### src/rtl/conv_pkg.sv
// Shared definitions for the convolution datapath channel-group blocks.
//
// Contents:
//   state_t      - serializer FSM encoding (IDLE=0, SEND=1)
//   ch_width()   - width of channel index / count fields for a given IN_CH
//   group_offset - bit offset of channel group c inside a packed frame
package conv_pkg;

    typedef enum logic {
        IDLE = 1'b0,
        SEND = 1'b1
    } state_t;

    // One extra bit beyond $clog2 so that a count equal to IN_CH fits.
    function automatic int ch_width(input int in_ch);
        return $clog2(in_ch) + 1;
    endfunction

    function automatic int group_offset(input int c, input int out_num, input int width);
        return c * out_num * width;
    endfunction

endpackage

### src/rtl/ch_slice_mux.sv
// Combinational channel-group selector: picks group i_ch out of a packed
// frame of IN_CH groups, each OUT_NUM*WIDTH bits wide.
//
// Ports:
//   i_frame  in   IN_CH*OUT_NUM*WIDTH  packed frame, group c at c*OUT_NUM*WIDTH
//   i_ch     in   CH_W                 group index
//   o_group  out  OUT_NUM*WIDTH        selected group (zero if i_ch >= IN_CH)
module ch_slice_mux
    import conv_pkg::*;
#(
    parameter int WIDTH   = 30,
    parameter int IN_CH   = 3,
    parameter int OUT_NUM = 2,
    parameter int CH_W    = 3
) (
    input  logic [IN_CH*OUT_NUM*WIDTH-1:0] i_frame,
    input  logic [CH_W-1:0]                i_ch,
    output logic [OUT_NUM*WIDTH-1:0]       o_group
);

    localparam int GW = OUT_NUM * WIDTH;

    logic [GW-1:0] w_groups [IN_CH];

    generate
        for (genvar gi = 0; gi < IN_CH; gi++) begin : g_split
            assign w_groups[gi] = i_frame[group_offset(gi, OUT_NUM, WIDTH) +: GW];
        end
    endgenerate

    // Compare-and-select rather than a direct array index so that an index
    // wider than the group count never reads outside the array.
    always_comb begin
        o_group = '0;
        for (int c = 0; c < IN_CH; c++) begin
            if (i_ch == CH_W'(c)) begin
                o_group = w_groups[c];
            end
        end
    end

endmodule

### src/rtl/channel_group_serializer.sv
// Registered, handshaked channel-group serializer. Captures one packed frame
// of IN_CH groups and streams a window of them, one group per beat, starting
// at a chosen group and wrapping modulo IN_CH.
//
// Ports:
//   i_clk       in   1                    clock, rising edge
//   i_rst       in   1                    synchronous active-high reset
//   i_valid     in   1                    input frame valid
//   o_ready     out  1                    frame can be accepted this cycle
//   i_data      in   IN_CH*OUT_NUM*WIDTH  packed input frame
//   i_ch_first  in   CH_W                 first group (>= IN_CH means 0)
//   i_ch_num    in   CH_W                 groups to emit (0 or > IN_CH means IN_CH)
//   o_valid     out  1                    output beat valid
//   i_ready     in   1                    downstream accepts beat
//   o_data      out  OUT_NUM*WIDTH        current group
//   o_ch        out  CH_W                 index of the current group
//   o_last      out  1                    final beat of the frame
module channel_group_serializer
    import conv_pkg::*;
#(
    parameter  int WIDTH   = 30,
    parameter  int IN_CH   = 3,
    parameter  int OUT_NUM = 2,
    localparam int CH_W    = ch_width(IN_CH)
) (
    input  logic                           i_clk,
    input  logic                           i_rst,
    input  logic                           i_valid,
    output logic                           o_ready,
    input  logic [IN_CH*OUT_NUM*WIDTH-1:0] i_data,
    input  logic [CH_W-1:0]                i_ch_first,
    input  logic [CH_W-1:0]                i_ch_num,
    output logic                           o_valid,
    input  logic                           i_ready,
    output logic [OUT_NUM*WIDTH-1:0]       o_data,
    output logic [CH_W-1:0]                o_ch,
    output logic                           o_last
);

    localparam int FW = IN_CH * OUT_NUM * WIDTH;
    localparam logic [CH_W-1:0] FULL_CNT = CH_W'(IN_CH);
    localparam logic [CH_W-1:0] LAST_CH  = CH_W'(IN_CH - 1);
    localparam logic [CH_W-1:0] ONE      = CH_W'(1);

    state_t          r_state;
    state_t          w_state_next;
    logic [FW-1:0]   r_buf;
    logic [CH_W-1:0] r_ch;
    logic [CH_W-1:0] r_rem;
    logic [CH_W-1:0] w_ch_next;
    logic [CH_W-1:0] w_rem_next;
    logic            w_valid;
    logic            w_last;
    logic            w_beat;
    logic            w_ready;
    logic            w_load;

    always_comb begin
        w_valid      = (r_state == SEND);
        w_last       = w_valid && (r_rem == ONE);
        w_beat       = w_valid && i_ready;
        // Accepting a new frame while the last beat leaves lets frames
        // stream back-to-back with no bubble.
        w_ready      = (r_state == IDLE) || (w_beat && w_last);
        w_load       = i_valid && w_ready;

        w_state_next = r_state;
        w_ch_next    = r_ch;
        w_rem_next   = r_rem;

        if (w_beat) begin
            w_ch_next  = (r_ch == LAST_CH) ? '0 : r_ch + ONE;
            w_rem_next = r_rem - ONE;
            if (w_last) begin
                w_state_next = IDLE;
            end
        end

        // A load can only coincide with the final beat, so it overrides the
        // beat's counter updates and keeps the FSM in SEND.
        if (w_load) begin
            w_ch_next    = (i_ch_first >= FULL_CNT) ? '0 : i_ch_first;
            w_rem_next   = (i_ch_num == '0 || i_ch_num > FULL_CNT) ? FULL_CNT : i_ch_num;
            w_state_next = SEND;
        end
    end

    always_ff @(posedge i_clk) begin
        if (i_rst) begin
            r_state <= IDLE;
            r_ch    <= '0;
            r_rem   <= '0;
            r_buf   <= '0;
        end else begin
            r_state <= w_state_next;
            r_ch    <= w_ch_next;
            r_rem   <= w_rem_next;
            if (w_load) begin
                r_buf <= i_data;
            end
        end
    end

    ch_slice_mux #(
        .WIDTH   (WIDTH),
        .IN_CH   (IN_CH),
        .OUT_NUM (OUT_NUM),
        .CH_W    (CH_W)
    ) u_ch_slice_mux (
        .i_frame (r_buf),
        .i_ch    (r_ch),
        .o_group (o_data)
    );

    assign o_valid = w_valid;
    assign o_ready = w_ready;
    assign o_ch    = r_ch;
    assign o_last  = w_last;

endmodule

### config.mk
export PLATFORM = sky130hd
export DESIGN_NAME = channel_group_serializer
export DESIGN_NICKNAME = d
export VERILOG_FILES = /design/src/rtl/conv_pkg.sv /design/src/rtl/ch_slice_mux.sv /design/src/rtl/channel_group_serializer.sv
export SDC_FILE = /design/constraint.sdc
export NUM_CORES = 1
export LEC_CHECK = 0
export CAP_MARGIN = 20
export CORE_ASPECT_RATIO = 1.75
export CORE_MARGIN = 2
export CORE_UTILIZATION = 40
export DETAILED_ROUTE_END_ITERATION = 8
export PLACE_DENSITY = 0.72
export SYNTH_ARGS = -nofsm -noshare
export SYNTH_HDL_FRONTEND = slang
export SYNTH_SLANG_ARGS = --single-unit
### constraint.sdc
create_clock -name i_clk -period 1.8 [get_ports i_clk]
set_input_delay 0.54 -clock i_clk [delete_from_list [all_inputs] [get_ports i_clk]]
set_output_delay 0.54 -clock i_clk [all_outputs]
set_load 0.01 [all_outputs]
==> results by group, run 1 <==
Clock tree
  – Clk slew on worst S/H paths: 0.07 ns
  – CTS tree: done
  – Cts hold-fix bufs: 0
  – Later-pin clock latency in the skew report: 0.44 ns
  – CTS Sinks: 187
  – Root buffer cell: clkbuf_16
  – Clock H-tree levels: 4
  – CTS max path bufs: 2
  – Total CTS buffers: 17

Power and ir drop
  – Leakage power figure: 0.00501 uW
  – P per Cell Area: 854 nW/um^2
  – VDD IR max: 0.562 mV

Drt
  – Post-DR vias/cell: 5.77
  – Detailed-router iteration count before antenna repair: 6
  – Wire length per cell: 19.0 um
  – DR iter-0 viols: 836
  – Total Wirelength: 30800 um
  – Post-route antenna net violation count: 0
  – DR DRC count: 0
  – Via count: 9348

Logic synthesis
  – Mean Syn Cell Area: 7.96 um^2
  – Commonest cells in the netlist: 187 x dfxtp_1, 185 x a21oi_1, 183 x o21ai_0
  – Most common cell in the synthesized netlist: dfxtp_1
  – Gate Count Post-Synth: 1084
  – Synth Cell Area: 8620 um^2
  – Area share of the largest cell type after synthesis: 43.4%
  – Synth area leaders: dfxtp_1 43%, a21oi_1 11%, o21ai_0 11%, nand3_1 10%, mux2i_1 7.1%
  – Yosys Warn Count: 0
  – Leading area contributor after synthesis: dfxtp_1
  – Distinct cells, synth: 31
  – FF+latch count, synth: 187
  – Sequential share of the synthesized area: 43.4%
  – Post-synth top flop: dfxtp_1
  – EDFF count, synth: 0
  – Post-Syn Nets: 1276
  – Post-synth ARST share: 0%

STA
  – RSZ-0062 raised after global routing: true
  – Fin. max-slew vios: 0
  – Min Tclk post-route: 2.37 ns
  – Worst setup margin: -0.569 ns
  – Final period util: 132%
  – Maximum clock frequency: 422 MHz
  – Clk_skew: 0.0106 ns
  – Slew @ Worst Pin: 0.487 ns
  – Slew HR: 66.6%
  – Final Hold Fails: 0
  – Final setup viols: 62

GRT
  – Total grt overflow: 0
  – Initial antenna violation count: 1
  – Vias in the first global route: 8901
  – Pin count of the biggest net entering global routing: 70
  – Global Route Usage Sum: 25.6%
  – First-pass GRT wire length: 46100 um

Worst setup path
  – Worst EP arrival: 1.83 ns
  – Type of origin of the critical path: flop
  – Crit end category: output pin
  – Worst setup path start: o_ch[1]
  – CP Data Required Time: 1.26 ns
  – R2R Path End: r_rem[0]
  – Worst R2R Start: r_rem[1]
  – R2r worst-path depth: 6
  – Worst reg2reg setup slack: 0.18 ns
  – Kind of critical path: reg2out
  – Crit path max fanout: 5

Floorplan
  – Row cnt: 71
  – DIE WIDTH: 115 um
  – Starting Density: 40.4%
  – Die Y: 198 um
  – Ports: 256
  – Core footprint: 21300 um^2
  – Die ar.: 22800 um^2

Layout
  – Post-Layout Cell Count: 1619
  – Nets: 1540
  – Share of cells above drive strength 1: 22.1%
  – Final instance area: 13300 um^2
  – Synthesis-to-layout area growth: 54.4%

Status
  – Outcome: finished, violations left
  – Failing checks: negative setup slack

Hold path
  – Hold_sp: i_rst
  – Hold path cells: 2
  – Hold Path Sink: o_valid
  – Hold crit path type: in2reg

Placed design
  – Routability Congestion: 0.888
  – HPWL Detailed: 19800 um
  – Port Buf Inserts: 255
  – Cell total after placement: 1553
  – Area after DPL: 12100 um^2

Job
  – MaxCap Viol Count: 0
[state kept, by name, indices dropped and copies added (netlist names)]
register  cells
r_buf       180
o_ch          3
r_rem         3
o_valid       1
[routing by layer]
layer | GRT usage [%] | wire (um)
met5 | 0 | 0
met4 | 11.9 | 1090
met3 | 3.12 | 1600
met2 | 45.2 | 16200
met1 | 30.6 | 11900
[through the flow]
stage	hold slack [ns]	power (uW)	utilization (%)	setup TNS, ns	worst slack, ns
floorplan	0.447	5820	-	0	0.0102
global placement	0.453	7090	56.6	-94.00	-0.473
detailed placement	0.458	7120	56.6	-97.47	-0.470
CTS	0.392	11300	61.3	-29.91	-0.538
global route	0.413	11800	62.4	-33.90	-0.650
finish	0.407	11400	62.5	-29.64	-0.569
[repair_timing]
action	in CTS	in global routing
pin swaps	31	62
buffers inserted	20	12
endpoints found under the setup margin	67	235
gates cloned	6	1
resized for setup	324	61
[cells by family (layout without fill, tap and decap cells)]
logic type	after synthesis	in the layout	synth area share (%)
AO/OA/AOI/OAI	434	434	28.0
adder cells (fa/ha/maj)	2	2	0.290
buffers and inverters	134	410	6.12
flip-flops	187	187	43.4
multiplexers	62	62	7.21
other	0	4	0
AND/OR/NAND/NOR	265	265	14.9
[worst max path at each step]
stage | to | slack [ns] | cells past startpoint
after floorplan | o_data[0] | 0.01 | 5
after global placement | o_ready | -0.47 | 4
after detailed placement | o_ready | -0.47 | 4
after CTS | o_data[48] | -0.54 | 7
after global routing | o_data[48] | -0.65 | 7
final | o_data[48] | -0.57 | 7
[area by class of cell]
| cell class | count | area [um^2] |
|---|---|---|
| fill | 1825 | 8000 |
| multi-input combinational | 763 | 4800 |
| timing repair buffer | 376 | 3790 |
| sequential | 187 | 3760 |
| clock buffer | 23 | 498 |
| tap | 255 | 319 |
| clock inverter | 8 | 131 |
| inverter | 3 | 11.3 |
| antenna | 4 | 10.0 |
[placed cells by master (no fill, tap or decap), types with 2 or more instances in the layout]
cell type / n
a2bb2oi_2: 49
or3b_2: 2
nor2_2: 6
mux2i_4: 4
buf_2: 59
dfxtp_4: 3
nor2_1: 58
clkdlybuf4s50_1: 186
or3_1: 4
buf_6: 11
mux2i_1: 47
clkinvlp_4: 2
o211ai_1: 2
buf_16: 2
and3b_1: 2
bufinv_16: 3
nand3_1: 180
nor2b_4: 2
dfxtp_2: 2
a21oi_1: 185
clkbuf_16: 18
nand2_1: 2
buf_4: 67
dlygate4sd2_1: 2
a2bb2oi_1: 11
a311oi_1: 2
clkbuf_8: 5
buf_8: 6
o21ai_0: 183
mux2i_2: 10
buf_12: 40
dfxtp_1: 182
inv_1: 2
inv_6: 2
diode_2: 4
[power breakdown]
part	internal, uW	switching (uW)
logic	1490	1260
clock network	2380	1620
registers	4430	184
total	8300	3070
[worst max-delay path, stage by stage (launching register included)]
cell,delay (ns)
dfxtp_4,0.38
buf_8,0.14
buf_12,0.13
buf_12,0.10
mux2i_2,0.23
a2bb2oi_2,0.18
nor2_1,0.07
buf_2,0.15
(Power assumes the default switching activity.)
==> run 2: changes to the inputs <==
- GPL_TIMING_DRIVEN: default -> 0
==> results by group, run 2 (synthesized netlist as in run 1, its figures left out) <==
Placed design
  – Area after DPL: 11500 um^2
  – Port Buf Inserts: 254
  – Pre-CTS setup slack: -1.28 ns
  – Routability Congestion: 0.878
  – HPWL Detailed: 23600 um
  – Cell total after placement: 1593

Floorplan
  – Die Y: 198 um
  – Die ar.: 22800 um^2
  – Core footprint: 21300 um^2
  – DIE WIDTH: 115 um
  – Ports: 256
  – Row cnt: 71
  – Starting Density: 40.4%

Layout
  – Seq. cell area: 3750 um^2
  – Largest register FFs: 180
  – Commonest non-fill, non-tap cell in the layout: clkdlybuf4s50_1
  – Post-Layout Cell Count: 1647
  – Nets: 1570
  – Largest reg by FF count: r_buf
  – Commonest non-fill, non-tap cells in the layout: 186 x clkdlybuf4s50_1, 185 x a21oi_1, 182 x dfxtp_1
  – Fillcell total: 1931
  – Final instance area: 12800 um^2
  – Synthesis-to-layout area growth: 48.3%
  – Share of cells above drive strength 1: 19.9%
  – Area of the multi-input gates: 4670 um^2

Drt
  – Detailed-router iteration count before antenna repair: 7
  – Via count: 9507
  – DR iter-0 viols: 646
  – Total Wirelength: 33000 um
  – Post-route antenna net violation count: 0
  – Wire length per cell: 20.1 um
  – DR DRC count: 0
  – Post-DR vias/cell: 5.77

Clock tree
  – CTS max path bufs: 2
  – Root buffer cell: clkbuf_16
  – Clk slew on worst S/H paths: 0.08 ns
  – Total CTS buffers: 17
  – CTS Sinks: 187
  – Clock H-tree levels: 4
  – Later-pin clock latency in the skew report: 0.44 ns
  – Cts hold-fix bufs: 0
  – CTS tree: done

Power and ir drop
  – VDD IR max: 0.630 mV
  – P per Cell Area: 862 nW/um^2
  – Overall power: 11000 uW
  – Leakage power figure: 0.00490 uW

STA
  – Min Tclk post-route: 2.39 ns
  – Final Hold Fails: 0
  – RSZ-0062 raised after global routing: true
  – Slew @ Worst Pin: 0.657 ns
  – Worst setup margin: -0.591 ns
  – Final setup viols: 63
  – Slew HR: 56.2%
  – Fin. max-slew vios: 0
  – Final period util: 133%
  – WHS: 0.469 ns
  – Clk_skew: 0.0105 ns
  – Maximum clock frequency: 418 MHz

Worst setup path
  – Crit path max fanout: 7
  – Worst reg2reg setup slack: 0 ns
  – Type of origin of the critical path: flop
  – Crit end category: output pin
  – Kind of critical path: reg2out
  – Worst EP arrival: 1.85 ns
  – CP Data Required Time: 1.26 ns

GRT
  – Pin count of the biggest net entering global routing: 20
  – Vias in the first global route: 9357
  – Global Route Usage Sum: 27.5%
  – Total grt overflow: 0
  – First-pass GRT wire length: 48000 um
  – Initial antenna violation count: 1

Job
  – MaxCap Viol Count: 0

Hold path
  – Hold crit path type: reg2reg

Status
  – Failing checks: negative setup slack
  – Outcome: finished, violations left
-- run 2: metrics by stage --
step	utilization [%]	TNS (ns)
finish	60.0	-30.78
floorplan	-	0
global route	60.0	-34.61
CTS	58.2	-29.39
detailed placement	53.9	-255.18
global placement	53.9	-253.31
-- run 2: path summary, 6_finish.rpt --
kind           endpoint  depth (start not counted)       start
max          o_data[58]                          7     o_ch[1]
min          r_buf[131]                          2  r_buf[131]
max reg2reg  r_buf[178]                          9    r_rem[1]
min reg2reg  r_buf[131]                          2  r_buf[131]
-- run 2: area by class of cell --
type | instances | area share [%]
diodes | 1 | 0.0196
plain buffers | 130 | 6.99
clock buffers | 18 | 3.43
well taps | 255 | 2.50
repair buffers | 276 | 19.9
multi-input cells | 763 | 36.5
clock inverters | 14 | 1.18
inverters | 3 | 0.0881
flip-flops and latches | 187 | 29.3
-- run 2: per-layer routing --
metal,global-route usage (%),up-vias,wire (um)
met5,0,-,0
met4,18.0,0,1950
met3,3.00,106,1470
met2,49.6,403,17400
met1,29.7,4452,12300
li1,-,4546,-
-- run 2: critical path, cell delays in order, from the launching register on --
cell,delay [ns]
dfxtp_4,0.38
clkbuf_16,0.19
buf_12,0.11
clkbuf_16,0.14
mux2i_2,0.24
a2bb2oi_2,0.16
nor2_1,0.06
buf_2,0.15
-- run 2: timing repair --
action	in CTS	in global routing
endpoints found under the hold margin	0	0
pin swaps	5	6
gates resized for setup	442	101
gates cloned	2	2
setup buffers	9	9
endpoints found under the setup margin	252	230
-- run 2: report_power, final --
group | leakage (uW) | switching [uW] | internal, uW | total [uW]
registers | 0.00154 | 205 | 4420 | 4630
clock network | 0.000292 | 1910 | 1900 | 3820
logic | 0.00307 | 1260 | 1320 | 2570
total | 0.00490 | 3370 | 7650 | 11000
==> run 3: changes to the inputs <==
- clock period: 1.8 -> 1.9 ns (I/O delays scaled with it)
==> results by group, run 3 (synthesized netlist as in run 1, its figures left out) <==
Drt
  – Post-route antenna net violation count: 0
  – Detailed-router iteration count before antenna repair: 5
  – Total Wirelength: 32900 um
  – Post-DR vias/cell: 5.80
  – DR DRC count: 0
  – DR iter-0 viols: 805
  – Via count: 9505
  – Wire length per cell: 20.1 um

Clock tree
  – Clock H-tree levels: 4
  – CTS Sinks: 187
  – Clk slew on worst S/H paths: 0.07 ns
  – CTS max path bufs: 2
  – Root buffer cell: clkbuf_16
  – Total CTS buffers: 17
  – CTS tree: done
  – Cts hold-fix bufs: 0
  – Later-pin clock latency in the skew report: 0.43 ns

Floorplan
  – Die ar.: 22800 um^2
  – Ports: 256
  – Core footprint: 21300 um^2
  – Die Y: 198 um
  – Row cnt: 71
  – Starting Density: 40.4%
  – DIE WIDTH: 115 um

Worst setup path
  – R2r worst-path depth: 8
  – Critical Path, Cell by Cell: buf_8 > buf_12 > buf_16 > mux2i_1 > a2bb2oi_1 > nor2_1 > buf_2
  – Top Family by Delay on Critical Path: buffers and inverters
  – Slowest cell on the critical path: dfxtp_4
  – Kind of critical path: reg2out
  – Crit end category: output pin
  – Worst R2R Start: r_rem[1]
  – Type of origin of the critical path: flop
  – Worst EP arrival: 1.84 ns
  – CP peak stage delay: 0.40 ns
  – CP Data Required Time: 1.33 ns
  – CP bufs+invs: 4
  – R2R Path End: r_buf[43]
  – Worst reg2reg setup slack: 0.05 ns
  – Crit path max fanout: 5

STA
  – Min Tclk post-route: 2.41 ns
  – Final setup viols: 60
  – Slew @ Worst Pin: 0.707 ns
  – Slew HR: 52.8%
  – Final Hold Fails: 0
  – Clk_skew: 0.0144 ns
  – Fin. max-slew vios: 0
  – Maximum clock frequency: 415 MHz
  – Worst setup margin: -0.510 ns
  – RSZ-0062 raised after global routing: true
  – Final period util: 127%

GRT
  – Busiest grt layer: met2
  – Global Route Usage Sum: 27.4%
  – Met1 GRT Util: 30.2%
  – Vias in the first global route: 9139
  – Grt met2 use: 49.5%
  – Pin count of the biggest net entering global routing: 17
  – Met3 global-route usage: 3.24%
  – Initial antenna violation count: 0
  – Total grt overflow: 0
  – First-pass GRT wire length: 47900 um

Layout
  – Final instance area: 12800 um^2
  – Commonest non-fill, non-tap cells in the layout: 186 x clkdlybuf4s50_1, 185 x a21oi_1, 184 x dfxtp_1
  – Fillcell total: 1913
  – Largest reg by FF count: r_buf
  – Antenna Cells: 0
  – Commonest non-fill, non-tap cell in the layout: clkdlybuf4s50_1
  – Post-Layout Cell Count: 1640
  – Share of cells above drive strength 1: 17.5%
  – Nets: 1566
  – Area of the multi-input gates: 4670 um^2
  – Synthesis-to-layout area growth: 48.1%
  – Largest register FFs: 180
  – Seq. cell area: 3750 um^2

Hold path
  – Hold Path Sink: r_buf[1]
  – Hold_sp: r_buf[1]
  – Hold crit path type: reg2reg
  – Hold path cells: 2

Placed design
  – Port Buf Inserts: 254
  – Routability Congestion: 0.923
  – HPWL Detailed: 23400 um
  – Cell total after placement: 1593
  – Area after DPL: 11500 um^2

Power and ir drop
  – VDD IR max: 0.461 mV
  – Overall power: 10800 uW
  – Leakage power figure: 0.00487 uW
  – P per Cell Area: 844 nW/um^2

Status
  – Outcome: finished, violations left
  – Failing checks: negative setup slack

Job
  – MaxCap Viol Count: 0
## run 3: tightest hold or removal path: stages (launching register included)
cell and delay, ns:
dfxtp_1 0.31, nand3_1 0.06, a21oi_1 0.05
## run 3: worst max path at each step
stage | start | endpoint | slack [ns] | depth (start not counted)
floorplan | o_ch[1] | o_data[0] | -0.04 | 5
global placement | i_valid | r_buf[36] | -1.18 | 7
detailed placement | i_valid | r_buf[166] | -1.21 | 6
CTS | o_ch[1] | o_data[56] | -0.52 | 6
global route | o_ch[1] | o_data[51] | -0.56 | 7
finish | o_ch[1] | o_data[50] | -0.51 | 7
## run 3: power breakdown
part / switching, uW / internal (uW)
registers: 196 / 4190
logic: 1180 / 1240
clock network: 1630 / 2350
## run 3: final cells by class
| type | instances | area share, % |
|---|---|---|
| multi-input cells | 763 | 36.6 |
| flip-flops and latches | 187 | 29.4 |
| repair buffers | 271 | 19.8 |
| plain buffers | 131 | 6.71 |
| clock buffers | 18 | 3.36 |
| well taps | 255 | 2.50 |
| clock inverters | 12 | 1.65 |
| inverters | 3 | 0.0881 |
## run 3: metal layers
layer	routed length, um	up-vias
li1	-	4525
met1	12200	4435
met2	17100	430
met3	1680	115
met4	1950	0
met5	0	-
## run 3: through the flow
stage	utilization (%)	setup slack, ns	hold slack [ns]	TNS, ns
finish	59.9	-0.510	0.468	-25.19
global route	59.9	-0.560	0.482	-28.95
CTS	58.6	-0.522	0.466	-26.29
detailed placement	53.9	-1.21	0.457	-243.67
global placement	53.9	-1.18	0.453	-234.06
floorplan	-	-0.0367	0.447	-2.08
## run 3: timing repair
| item | in CTS | in global routing |
|---|---|---|
| gates resized for setup | 362 | 126 |
| gates cloned | 7 | 1 |
| buffers inserted | 10 | 1 |
| setup endpoints to repair | 250 | 222 |
| pin swaps | 6 | 12 |
==> edit 1, RTL diff (flow settings as in run 1) <==
`IN_CH` is set to 3 in 2 places; all go to 2.
--- a/src/rtl/ch_slice_mux.sv
+++ b/src/rtl/ch_slice_mux.sv
@@ -9,7 +9,7 @@
     import conv_pkg::*;
 #(
     parameter int WIDTH   = 30,
-    parameter int IN_CH   = 3,
+    parameter int IN_CH   = 2,
     parameter int OUT_NUM = 2,
     parameter int CH_W    = 3
 ) (
--- a/src/rtl/channel_group_serializer.sv
+++ b/src/rtl/channel_group_serializer.sv
@@ -19,7 +19,7 @@
     import conv_pkg::*;
 #(
     parameter  int WIDTH   = 30,
-    parameter  int IN_CH   = 3,
+    parameter  int IN_CH   = 2,
     parameter  int OUT_NUM = 2,
     localparam int CH_W    = ch_width(IN_CH)
 ) (
Interface: changed (resized i_ch_first, i_ch_num, i_data and o_ch); port bits go from 256 to 193. No check against the original RTL was run, so the function may have changed too.
==> edit 1 against run 1 <==
  * The run still ends with negative setup slack left
  * Sequential cell count decreased by 62
  * Worst setup slack better by 180 ps
  * Die area shrank 34%
  * Routed wire length fell by 38%
  * Highest routed layer unchanged
  * Area after synthesis down 34%
  * Total power fell by 24%
  * Register-to-register slack worse by 20 ps
  * Sequential power decreased by 34%
  * Final area shrank 34%
==> edit 1: results (changes against run 1) <==
* Register area share after synthesis at 0.443 (+0.00884)
* Detailed-route via count at 6,013 (-36%)
* Final setup fails at 62 (unchanged)
* Resize count post-CTS at 290 (-10%)
* Static leakage power at 3.48 nW (-31%)
* Leading post-synthesis cells by instance count: sky130_fd_sc_hd__dfxtp_1 (125), sky130_fd_sc_hd__a21oi_1 (122), sky130_fd_sc_hd__nand3_1 (120), sky130_fd_sc_hd__o21ai_0 (120), sky130_fd_sc_hd__mux2i_1 (61)
* M3 GR Usage at 0.0382 (+0.00702)
* Metal3 WL at 963 um (-40%)
* Number of detailed-route iterations in the first pass at 5 (-1)
* Synth Area in Adders at 0.00221 (-0.000687)
* Flip-flop count of the largest register after layout at 120 (-33%)
* Internal at 6.53 mW (-21%)
* Post-Route Skew at 6.89 ps (-3.72 ps)
* Status: finished with violations
* Total Neg Setup Slack at -14,710 ps (+14,930 ps)
* Clock Power at 4.01 mW (about the same)
* Vias per Instance at 5.50 (-4.8%)
* Met1 routed wirelength after detailed routing at 7040 um (-41%)
* Setup Buffers After CTS at 32 (+60%)
* DP HPWL at 11,500 um (-42%)
* Filler Cells Inserted at 1,212 (-34%)
* Non-clock buffer total of the final layout at 253 (-33%)
* Number of DRC violations after detailed-routing iteration 0 at 407 (-51%)
* Final worst setup slack at -391 ps (+178 ps)
* Nets in the synthesized netlist at 840 (-34%)
* Post-synthesis to final-layout area growth at 54.6% (about the same)
* Worst IR Drop VDD at 0.626 mV (+12%)
* Multiplexer share of the synthesized area at 0.108 (+0.0360)
* Non-clock buffering overhead in the final layout at 0.282 (-0.00304)
* Total routing usage reported by global routing at 0.243 (-0.0135)
* Placement-stage worst setup slack at -574 ps (-104 ps)
* Violations in the final reports: negative setup slack
* Sum of routed wire length over all layers at 19,100 um (-38%)
* First-pass GRT wire length at 29,200 um (-37%)
* Tightest Hold Check Type: register to register
* Pin count of the biggest net entering global routing at 93 (+33%)
* Synth Area in Compound Gates at 0.228 (-0.0522)
* Cell count after placement at 1,024 (-34%)
* Sequential cell power at 3.03 mW (-34%)
* Final GP Congestion at 0.839 (-5.4%)
* Largest cells by area after synthesis: sky130_fd_sc_hd__dfxtp_1 (44%), sky130_fd_sc_hd__a21oi_1 (11%), sky130_fd_sc_hd__mux2i_1 (11%), sky130_fd_sc_hd__nand3_1 (11%), sky130_fd_sc_hd__o21ai_0 (11%)
* Via count of the first global-routing pass at 5,941 (-33%)
* Die X at 93.8 um (-18%)
* Area used by sequential logic in the layout at 0.00251 mm2 (-33%)
* Insertion delay of the later-clocked pin in the worst-skew pair at 410 ps (-30 ps)
* Count of buffers from port buffering at 192 (-25%)
* Total length of routed met2 wires at 10,400 um (-36%)
* Clock distribution area overhead in the final layout at 0.0795 (+0.0323)
* Register share of total power at 0.351 (-0.054)
* Layout cells sized above 1 at 0.187 (-0.0335)
* Post-Syn Instances at 711 (-34%)
[edit 1: cell count changes after synthesis, moves of 4 or more]
cell                        change
sky130_fd_sc_hd__a21oi_1       -63
sky130_fd_sc_hd__a2bb2oi_1     -60
sky130_fd_sc_hd__buf_1          -5
sky130_fd_sc_hd__buf_2         +20
sky130_fd_sc_hd__clkbuf_1      -64
sky130_fd_sc_hd__dfxtp_1       -62
sky130_fd_sc_hd__nand3_1       -60
sky130_fd_sc_hd__nor2_1         -4
sky130_fd_sc_hd__o21ai_0       -63
sky130_fd_sc_hd__or3_1          -4
[edit 1: path summary, 6_finish.rpt]
| path | start | endpoint | slack, ps | depth (start not counted) |
|---|---|---|---|---|
| max | o_ch[0] | o_data[57] | -390 | 7 |
| min | r_buf[19] | r_buf[19] | 470 | 2 |
| max reg2reg | r_rem[1] | r_rem[0] | 160 | 7 |
| min reg2reg | r_buf[19] | r_buf[19] | 470 | 2 |
==> edit 2, RTL diff (settings of run 1) <==
Made on the original files. Reset style: asynchronous (`i_rst`), changed in one clocked block. Comments in the files are not updated.
--- a/src/rtl/channel_group_serializer.sv
+++ b/src/rtl/channel_group_serializer.sv
@@ -85,7 +85,7 @@
         end
     end
 
-    always_ff @(posedge i_clk) begin
+    always_ff @(posedge i_clk or posedge i_rst) begin
         if (i_rst) begin
             r_state <= IDLE;
             r_ch    <= '0;
Formal check against the unedited RTL: differs if i_rst is asserted again (counterexample within 4 cycles, from zero or initial values and one cycle with i_rst high); with i_rst held inactive, the same outputs for 4 cycles.
==> edit 2 against run 1 <==
  * The flow still finishes with violations (negative setup slack)
  * Worst setup slack worse by 130 ps
  * Clock skew is 2.2 ps lower
  * Sequential cell count stayed put
  * Final area is 2.5% higher
  * Via count is 29% lower
  * Area after synthesis is 2.5% higher
  * First-iteration DRC count is 75% lower
  * Routed wire length is 14% lower
  * Non-clock buffer count is 30 lower
  * Critical path type unchanged
  * Critical endpoint is now o_data[58]
  * Largest cell class is now registers
  * Highest routed layer unchanged
Power is not compared: it rests on default switching activity, and its combinational part moved more than twofold at a synthesized area within 25%.
==> edit 2: results (changes against run 1) <==
* Placement-stage worst setup slack at -625 ps (-155 ps)
* Register name with the most flops: r_buf
* Final setup fails at 63 (+1.6%)
* Worst IR Drop VDD at 1.02 mV
* Maximum fanout encountered on the critical timing path at 11 (+6)
* Number of DRC violations after detailed-routing iteration 0 at 213 (-75%)
* Status: finished with violations
* Largest cells by area after synthesis: sky130_fd_sc_hd__dfrtp_1 (53%), sky130_fd_sc_hd__mux2_2 (21%), sky130_fd_sc_hd__mux2i_1 (6.9%), sky130_fd_sc_hd__or2_2 (4.2%), sky130_fd_sc_hd__a21oi_1 (3.6%)
* Final GP Congestion at 0.827 (-6.8%)
* Count of buffers from port buffering at 255 (unchanged)
* Nets in the synthesized netlist at 893 (-30%)
* Number of nets in the layout at 1,210 (-21%)
* Worst Path Arrival at 1960 ps (+130 ps)
* Static leakage power at 6.00 nW
* Via count of the first global-routing pass at 7,074 (-21%)
* Number of buffers added by the clock tree synthesis step at 17 (unchanged)
* Worst setup startpoint: o_ch[0]
* Sum of routed wire length over all layers at 26,400 um (-14%)
* Antenna violations before repair at 8 (+7)
* Clock transition at the register clock pins on the worst setup and hold paths after CTS at 70 ps (about the same)
* Hold Crit Start: r_buf[44]
* Violations in the final reports: negative setup slack
* Synth Warn # at 0 (unchanged)
* Pin count of the biggest net entering global routing at 78 (+11%)
* DP HPWL at 17,800 um (-10%)
* Layout cells sized above 1 at 0.514 (+0.293)
* Register area share after synthesis at 0.530 (+0.0955)
* First-pass GRT wire length at 39,000 um (-15%)
* Final worst setup slack at -699 ps (-129 ps)
* Async set or reset register ratio after synthesis at 1.00 (+1.00)
* Maximum capacitance violations at 0 (unchanged)
* Worst-case clock buffer depth at 2 (unchanged)
* Leading post-synthesis cells by instance count: sky130_fd_sc_hd__dfrtp_1 (187), sky130_fd_sc_hd__mux2_2 (165), sky130_fd_sc_hd__nand2_1 (65)
* Normalized max-slew margin at 0.700 (+0.0336)
* Worst reg2reg path startpoint: r_rem[0]
* Vias per Instance at 4.99 (-14%)
* Number of detailed-route iterations in the first pass at 4 (-2)
* Tightest Hold Check Type: register to register
* Total routing usage reported by global routing at 0.223 (-0.0330)
* Number of library cell types mapped by synthesis at 34 (+9.7%)
* Post-Route Skew at 8.45 ps (-2.16 ps)
## edit 2: final cells by class
| cell class | count | area [um2] |
|---|---|---|
| inverter | 4 | 18.8 |
| clock buffer | 21 | 480 |
| antenna | 8 | 20.0 |
| multi-input combinational | 462 | 4420 |
| tap | 296 | 370 |
| fill | 1798 | 8240 |
| sequential | 187 | 4690 |
| clock inverter | 11 | 133 |
| timing repair buffer | 346 | 3520 |
## edit 2: final timing paths
kind / slack, ps / depth (start not counted) / end
max in group asynchronous: 800 / 3 / r_buf[148]
min reg2reg: 500 / 1 / r_buf[44]
max reg2reg: 10 / 6 / r_buf[43]
min: 500 / 1 / r_buf[44]
min in group asynchronous: 590 / 3 / r_buf[1]
max: -700 / 5 / o_data[58]
## edit 2: timing repair
action                                  CTS  global route
gates resized for setup                 284            71
pin swaps                                21            30
cloned                                    4            10
endpoints found under the setup margin   66           100
buffers inserted                         21             7
## edit 2: routing by layer
layer | track usage | part of all wire
met5 | 0 | 0
met2 | 0.402 | 0.55
met3 | 0.0368 | 0.038
met1 | 0.242 | 0.36
met4 | 0.123 | 0.048
## edit 2: worst max-delay path: stages, from the launching register on
cell,delay [ps]
sky130_fd_sc_hd__dfrtp_4,590
sky130_fd_sc_hd__buf_8,200
sky130_fd_sc_hd__mux2i_1,120
sky130_fd_sc_hd__or2_2,280
sky130_fd_sc_hd__a21oi_2,180
sky130_fd_sc_hd__buf_2,160
## edit 2: kinds of logic after synthesis
group	after synthesis	synth area share
buffers and inverters	54	0.0311
multiplexers	242	0.307
AO/OA/AOI/OAI	71	0.0429
flip-flops	187	0.530
adder cells (fa/ha/maj)	2	0.00283
AND/OR/NAND/NOR	145	0.0869
## edit 2: stage by stage
step / cells / setup TNS [ps] / power, mW / hold WS (ps) / area (um2)
2_1_floorplan: 701 / -214400 / 14.9 / 479 / 9220
3_3_place_gp: 1257 / -100530 / 19.6 / 486 / 12400
3_5_place_dp: 1257 / -103720 / 19.8 / 492 / 12400
4_1_cts: 1312 / -42060 / 23.7 / 508 / 13200
5_1_grt: 1335 / -44990 / 25.6 / 512 / 13600
6_report: 1335 / -38780 / 24.2 / 505 / 13600
## edit 2: power groups by stage
stage / Sequential, mW / Combinational [mW] / Clock, mW
final: 7.67 / 12.6 / 3.88
after detailed placement: 7.58 / 12.2 / 0
after CTS: 7.55 / 12.2 / 3.98
after global routing: 7.90 / 13.5 / 4.13
after global placement: 7.48 / 12.1 / 0
after floorplan: 7.17 / 7.76 / 0
